## src/rtl/hazard_flush_ctrl_pkg.sv

```systemverilog
// hazard_flush_ctrl_pkg: shared FSM encodings and constants for the hazard controller
package hazard_flush_ctrl_pkg;
    typedef enum logic [1:0] {
        RUN   = 2'd0,
        STALL = 2'd1,
        FLUSH = 2'd2
    } state_t;
    localparam logic [4:0] REG_ZERO = 5'd0;
endpackage

```

## src/rtl/hazard_flush_ctrl_sat_counter.sv

```systemverilog
// sat_counter: event counter that sticks at all-ones instead of wrapping
module sat_counter #(
    parameter int W = 16
) (
    input  logic         clk,
    input  logic         reset,
    input  logic         inc,
    output logic [W-1:0] q
);
    always_ff @(posedge clk) begin
        if (reset) q <= '0;
        else if (inc && q != '1) q <= q + 1'b1;
    end
endmodule

```

## src/rtl/hazard_flush_ctrl.sv

```systemverilog
// hazard_flush_ctrl: load-use stall and redirect flush control for the 5-stage pipeline
module hazard_flush_ctrl
    import hazard_flush_ctrl_pkg::*;
#(
    parameter int STALL_CYCLES = 1,
    parameter int FLUSH_CYCLES = 1,
    parameter int CNT_W        = 16
) (
    input  logic             clk,
    input  logic             reset,
    input  logic             EX_MemRead,
    input  logic [4:0]       EX_rt,
    input  logic [4:0]       ID_rs,
    input  logic [4:0]       ID_rt,
    input  logic             ID_UsesRt,
    input  logic             EX_BranchTaken,
    input  logic             ID_Jump,
    output logic             PCWrite,
    output logic             IFID_Write,
    output logic             IF_Flush,
    output logic             ID_Flush,
    output logic [CNT_W-1:0] stall_cnt,
    output logic [CNT_W-1:0] flush_cnt
);
    state_t     state, state_n;
    logic [3:0] cnt, cnt_n;
    logic       lu, br_flush;

    assign lu = EX_MemRead && EX_rt != REG_ZERO &&
                (EX_rt == ID_rs || (ID_UsesRt && EX_rt == ID_rt));

    always_ff @(posedge clk) begin
        state <= state_n;
        cnt   <= cnt_n;
    end

    always_comb begin
        state_n    = state;
        cnt_n      = cnt;
        PCWrite    = 1'b1;
        IFID_Write = 1'b1;
        IF_Flush   = 1'b0;
        ID_Flush   = 1'b0;
        br_flush   = 1'b0;
        if (reset) begin
            PCWrite    = 1'b0;
            IFID_Write = 1'b0;
            IF_Flush   = 1'b1;
            ID_Flush   = 1'b1;
            state_n    = RUN;
            cnt_n      = 4'd0;
        end else if (state == FLUSH) begin
            // wrong-path hazards are ignored while bubbles drain
            IF_Flush = 1'b1;
            ID_Flush = 1'b1;
            br_flush = 1'b1;
            cnt_n    = cnt - 4'd1;
            state_n  = cnt <= 4'd1 ? RUN : FLUSH;
        end else if (EX_BranchTaken) begin
            IF_Flush = 1'b1;
            ID_Flush = 1'b1;
            br_flush = 1'b1;
            state_n  = FLUSH_CYCLES > 1 ? FLUSH : RUN;
            cnt_n    = FLUSH_CYCLES > 1 ? 4'(FLUSH_CYCLES - 1) : 4'd0;
        end else if (state == RUN && ID_Jump) begin
            IF_Flush = 1'b1;
        end else if (state == STALL) begin
            PCWrite    = 1'b0;
            IFID_Write = 1'b0;
            ID_Flush   = 1'b1;
            cnt_n      = cnt - 4'd1;
            state_n    = cnt <= 4'd1 ? RUN : STALL;
        end else if (lu) begin
            PCWrite    = 1'b0;
            IFID_Write = 1'b0;
            ID_Flush   = 1'b1;
            state_n    = STALL_CYCLES > 1 ? STALL : RUN;
            cnt_n      = STALL_CYCLES > 1 ? 4'(STALL_CYCLES - 1) : 4'd0;
        end else begin
            state_n = RUN;
        end
    end

    sat_counter #(.W(CNT_W)) u_stall_cnt (
        .clk(clk), .reset(reset), .inc(!PCWrite), .q(stall_cnt)
    );

    sat_counter #(.W(CNT_W)) u_flush_cnt (
        .clk(clk), .reset(reset), .inc(br_flush), .q(flush_cnt)
    );
endmodule

```

## config.mk

```make
export PLATFORM = sky130hd
export DESIGN_NAME = hazard_flush_ctrl
export DESIGN_NICKNAME = d
export VERILOG_FILES = /design/src/rtl/hazard_flush_ctrl_pkg.sv /design/src/rtl/hazard_flush_ctrl_sat_counter.sv /design/src/rtl/hazard_flush_ctrl.sv
export SDC_FILE = /design/constraint.sdc
export NUM_CORES = 1
export LEC_CHECK = 0
export ABC_AREA = 1
export CAP_MARGIN = 15
export CORE_MARGIN = 1.5
export CORE_UTILIZATION = 54
export CTS_BUF_LIST = sky130_fd_sc_hd__clkbuf_2
export DETAILED_ROUTE_END_ITERATION = 7
export GPL_ROUTABILITY_DRIVEN = 0
export GPL_TIMING_DRIVEN = 0
export PLACE_DENSITY = 0.85
export RECOVER_POWER = 50
export SYNTH_ARGS = -nofsm -noshare
export SYNTH_HDL_FRONTEND = slang
export SYNTH_HIERARCHICAL = 1
export SYNTH_SLANG_ARGS = --single-unit
```

## constraint.sdc

```tcl
create_clock -name clk -period 5.16 [get_ports clk]
set_input_delay 1.032 -clock clk [delete_from_list [all_inputs] [get_ports clk]]
set_output_delay 1.032 -clock clk [all_outputs]
set_load 0.02 [all_outputs]
```

==> metrics.yaml <==
status: "complete, no violations"
finalClockSkew_ps: 14.3
cts_setup_buffers: 0
power.leakage_nw: 1.44
antenna_found_initial: 0
grt_use_met3_pct: 5.34
cts_max_path_buffers: 2
clkTransAtPathRegs_ps: 180
internal_power_mw: 0.373
io_pins: 57
synth_area_per_cell_sq_um: 6.00
routedWlPerCell_um: 10.7
synth-warning-count: 6
cp-endpoint: "PCWrite"
io_buffers: 56
coreArea_sq_mm: 0.00441
end_kind: "primary output"
critPathSlowestCell: "clkdlybuf4s50_1"
grt_pass1_vias: 2468
period_needed_ps: 4030
r2r_slack_ps: 2950
required_ps: 4130
grt_max_degree: 12
start_util_pct: 57.1
drt_iter0_markers: 145
timing.rr.end: "u_stall_cnt/q[13]$_SDFFE_PP0P_"
critPathTopFamily: "buffers and inverters"
cts_max_level: 2
viasPerCell: 5.10
path_class: "in -> out"
die_y_um: 71.3
cts.sinks: 38
tritoncts: "yes"
cts_root_buffer: "clkbuf_2"
vias: 2732
met1_usage_pct: 29.6
synth_nets: 448
finalSetupViolCount: 0
rows: 24
insertion_delay_ps: 390
final_util_pct: 71.5
period_share_pct: 78.1
hold_viol_final: 0
p_comb_share_pct: 16.8
dpl.hpwl_mm: 4.55
async_flop_share_pct: 0
worstMarginPinSlew_ps: 336
path_common_cell: "nand2_1"
synth-edff-count: 0
crit_path_start: "EX_rt[0]"
syn_to_final_growth_pct: 25.3
die_w_um: 71.3
synth.ff_latch_count: 38
hold_buffers: 0
ant_nets: 0
drt-total-wl_mm: 5.76
antenna_cells: 0
rsz0062_at_grt: "no"
r2r_cells: 14
synth.distinct_cells: 24
start_kind: "input pin"
drc_errors: 0
p_switching_mw: 0.150
ir_drop_mv: 0.103
die_area_sq_mm: 0.00508
synth_ff_type: "dfxtp_1"
layout.nets: 511
overflow: 0
grt_pass1_wl_mm: 9.96
drive_gt1_share_pct: 8.68
cts_resized: 0
crit_arrival_ps: 3000
slew_viol_final: 0
grt_use_met2_pct: 40.5
cp_num_buf_inv: 3
path_cells: "clkdlybuf4s50_1, nand2_1, nand2_1, nor2_1, nand3_1, nand2_1, nand2_2, nand2_1, a21oi_1, buf_4, clkdlybuf4s50_1"
tns_ps: 0
max_stage_delay_ps: 580
ys_seq_area_share_pct: 30.2
critPathMaxFanout: 4
cap_violations: 0
crit_cells: 11
fmax_ghz: 0.248
switching_share_pct: 28.6
clkPwrFrac_pct: 24.9
pwr-share-seq_pct: 58.2
grt-busiest-layer: "met2"
hold_class: "reg -> reg"
drt_pass1_iterations: 4
track_usage_pct: 23.9
relSlewSlack_pct: 77.6
cts_buffers: 5
syn_area_sq_mm: 0.00252
r2r-start: "state[0]$_SDFFE_PP0P_"
syn_inst: 420
p_per_area_mw_per_mm2: 165
[worst min path at each step]
| stage | start | slack [ps] | cells past startpoint | to |
|---|---|---|---|---|
| 2_1_floorplan | state[1]$_SDFFE_PP0P_ | 450 | 2 | state[1]$_SDFFE_PP0P_ |
| 3_3_place_gp | state[1]$_SDFFE_PP0P_ | 470 | 2 | state[1]$_SDFFE_PP0P_ |
| 3_5_place_dp | state[1]$_SDFFE_PP0P_ | 480 | 2 | state[1]$_SDFFE_PP0P_ |
| 4_1_cts | state[1]$_SDFFE_PP0P_ | 500 | 2 | state[1]$_SDFFE_PP0P_ |
| 5_1_grt | state[1]$_SDFFE_PP0P_ | 520 | 2 | state[1]$_SDFFE_PP0P_ |
| 6_report | state[1]$_SDFFE_PP0P_ | 500 | 2 | state[1]$_SDFFE_PP0P_ |
[synth_stat cells, types with 4 or more instances]
cell | instances | area [sq um]
a21oi_1 | 19 | 95.1
dfxtp_1 | 38 | 761
ha_1 | 7 | 87.6
inv_1 | 41 | 154
inv_2 | 5 | 18.8
nand2_1 | 133 | 499
nand2_2 | 6 | 37.5
nand3_1 | 30 | 150
nand4_1 | 7 | 43.8
nor2_1 | 89 | 334
nor2_2 | 20 | 125
nor2_4 | 4 | 45.0
nor3_1 | 4 | 20.0
[logic make-up (layout without fill, tap and decap cells)]
| family | after synthesis | count (layout) | share of synthesized area (%) |
|---|---|---|---|
| compound gates | 22 | 22 | 4.52 |
| xor+xnor | 3 | 3 | 1.04 |
| fa+ha+maj | 7 | 7 | 3.48 |
| buf+inv | 51 | 115 | 8.15 |
| flops | 38 | 38 | 30.2 |
| simple gates | 299 | 299 | 52.6 |
[worst min-delay path, delay by kind of cell (launching register included)]
kind / cells / cell delay (ps)
DFF: 1 / 360
and+or+nand+nor: 1 / 70
AOI/OAI and AO/OA: 1 / 50
[state kept, by name, indices dropped and copies added (netlist names)]
name,cells
state,2
u_flush_cnt/q,16
u_stall_cnt/q,16
cnt,4
[power groups by stage]
stage	Clock, mW	Sequential [mW]	Combinational (mW)
after global placement	0	0.310	0.0861
after global routing	0.148	0.305	0.0997
after floorplan	0	0.313	0.0491
after CTS	0.135	0.304	0.0897
after detailed placement	0	0.310	0.0894
final	0.130	0.304	0.0880
[per-stage QoR]
step	cells	area, sq um	hold WS, ps	setup WS (ps)	total power [mW]
2_1_floorplan	420	2520	450	1980	0.362
3_3_place_gp	528	3140	472	1150	0.396
3_5_place_dp	528	3140	479	1140	0.399
4_1_cts	536	3180	502	1130	0.529
5_1_grt	536	3160	520	950	0.553
6_report	536	3160	498	1130	0.522
[cells in the final DEF, fill, tap and decap left out, types with 2 or more instances in the layout]
cell type	n
nand2_1	134
nor2_1	96
inv_1	41
clkdlybuf4s50_1	40
dfxtp_1	38
nand3_1	30
a21oi_1	19
dlygate4sd3_1	16
nor2_2	14
nand4_1	7
ha_1	7
clkbuf_2	6
inv_2	5
nand2_2	5
nor3_1	4
nor2_4	3
o21ai_0	2
xor2_1	2
clkbuf_4	2
nor2_8	2
or2_0	2
[final cells by class]
cell class,instances,area [sq um]
repair buffers,56,561
clock inverters,2,8.76
inverters,46,173
clock buffers,6,30.0
well taps,52,65.1
multi-input cells,331,1530
fillers,426,1260
plain buffers,5,31.3
flip-flops and latches,38,761
[metal layers]
metal	routed length [um]	vias up
met5	0	-
met4	98	0
met3	350	12
met2	2740	82
met1	2570	1211
li1	-	1427
Power figures use the tool's default switching activity.
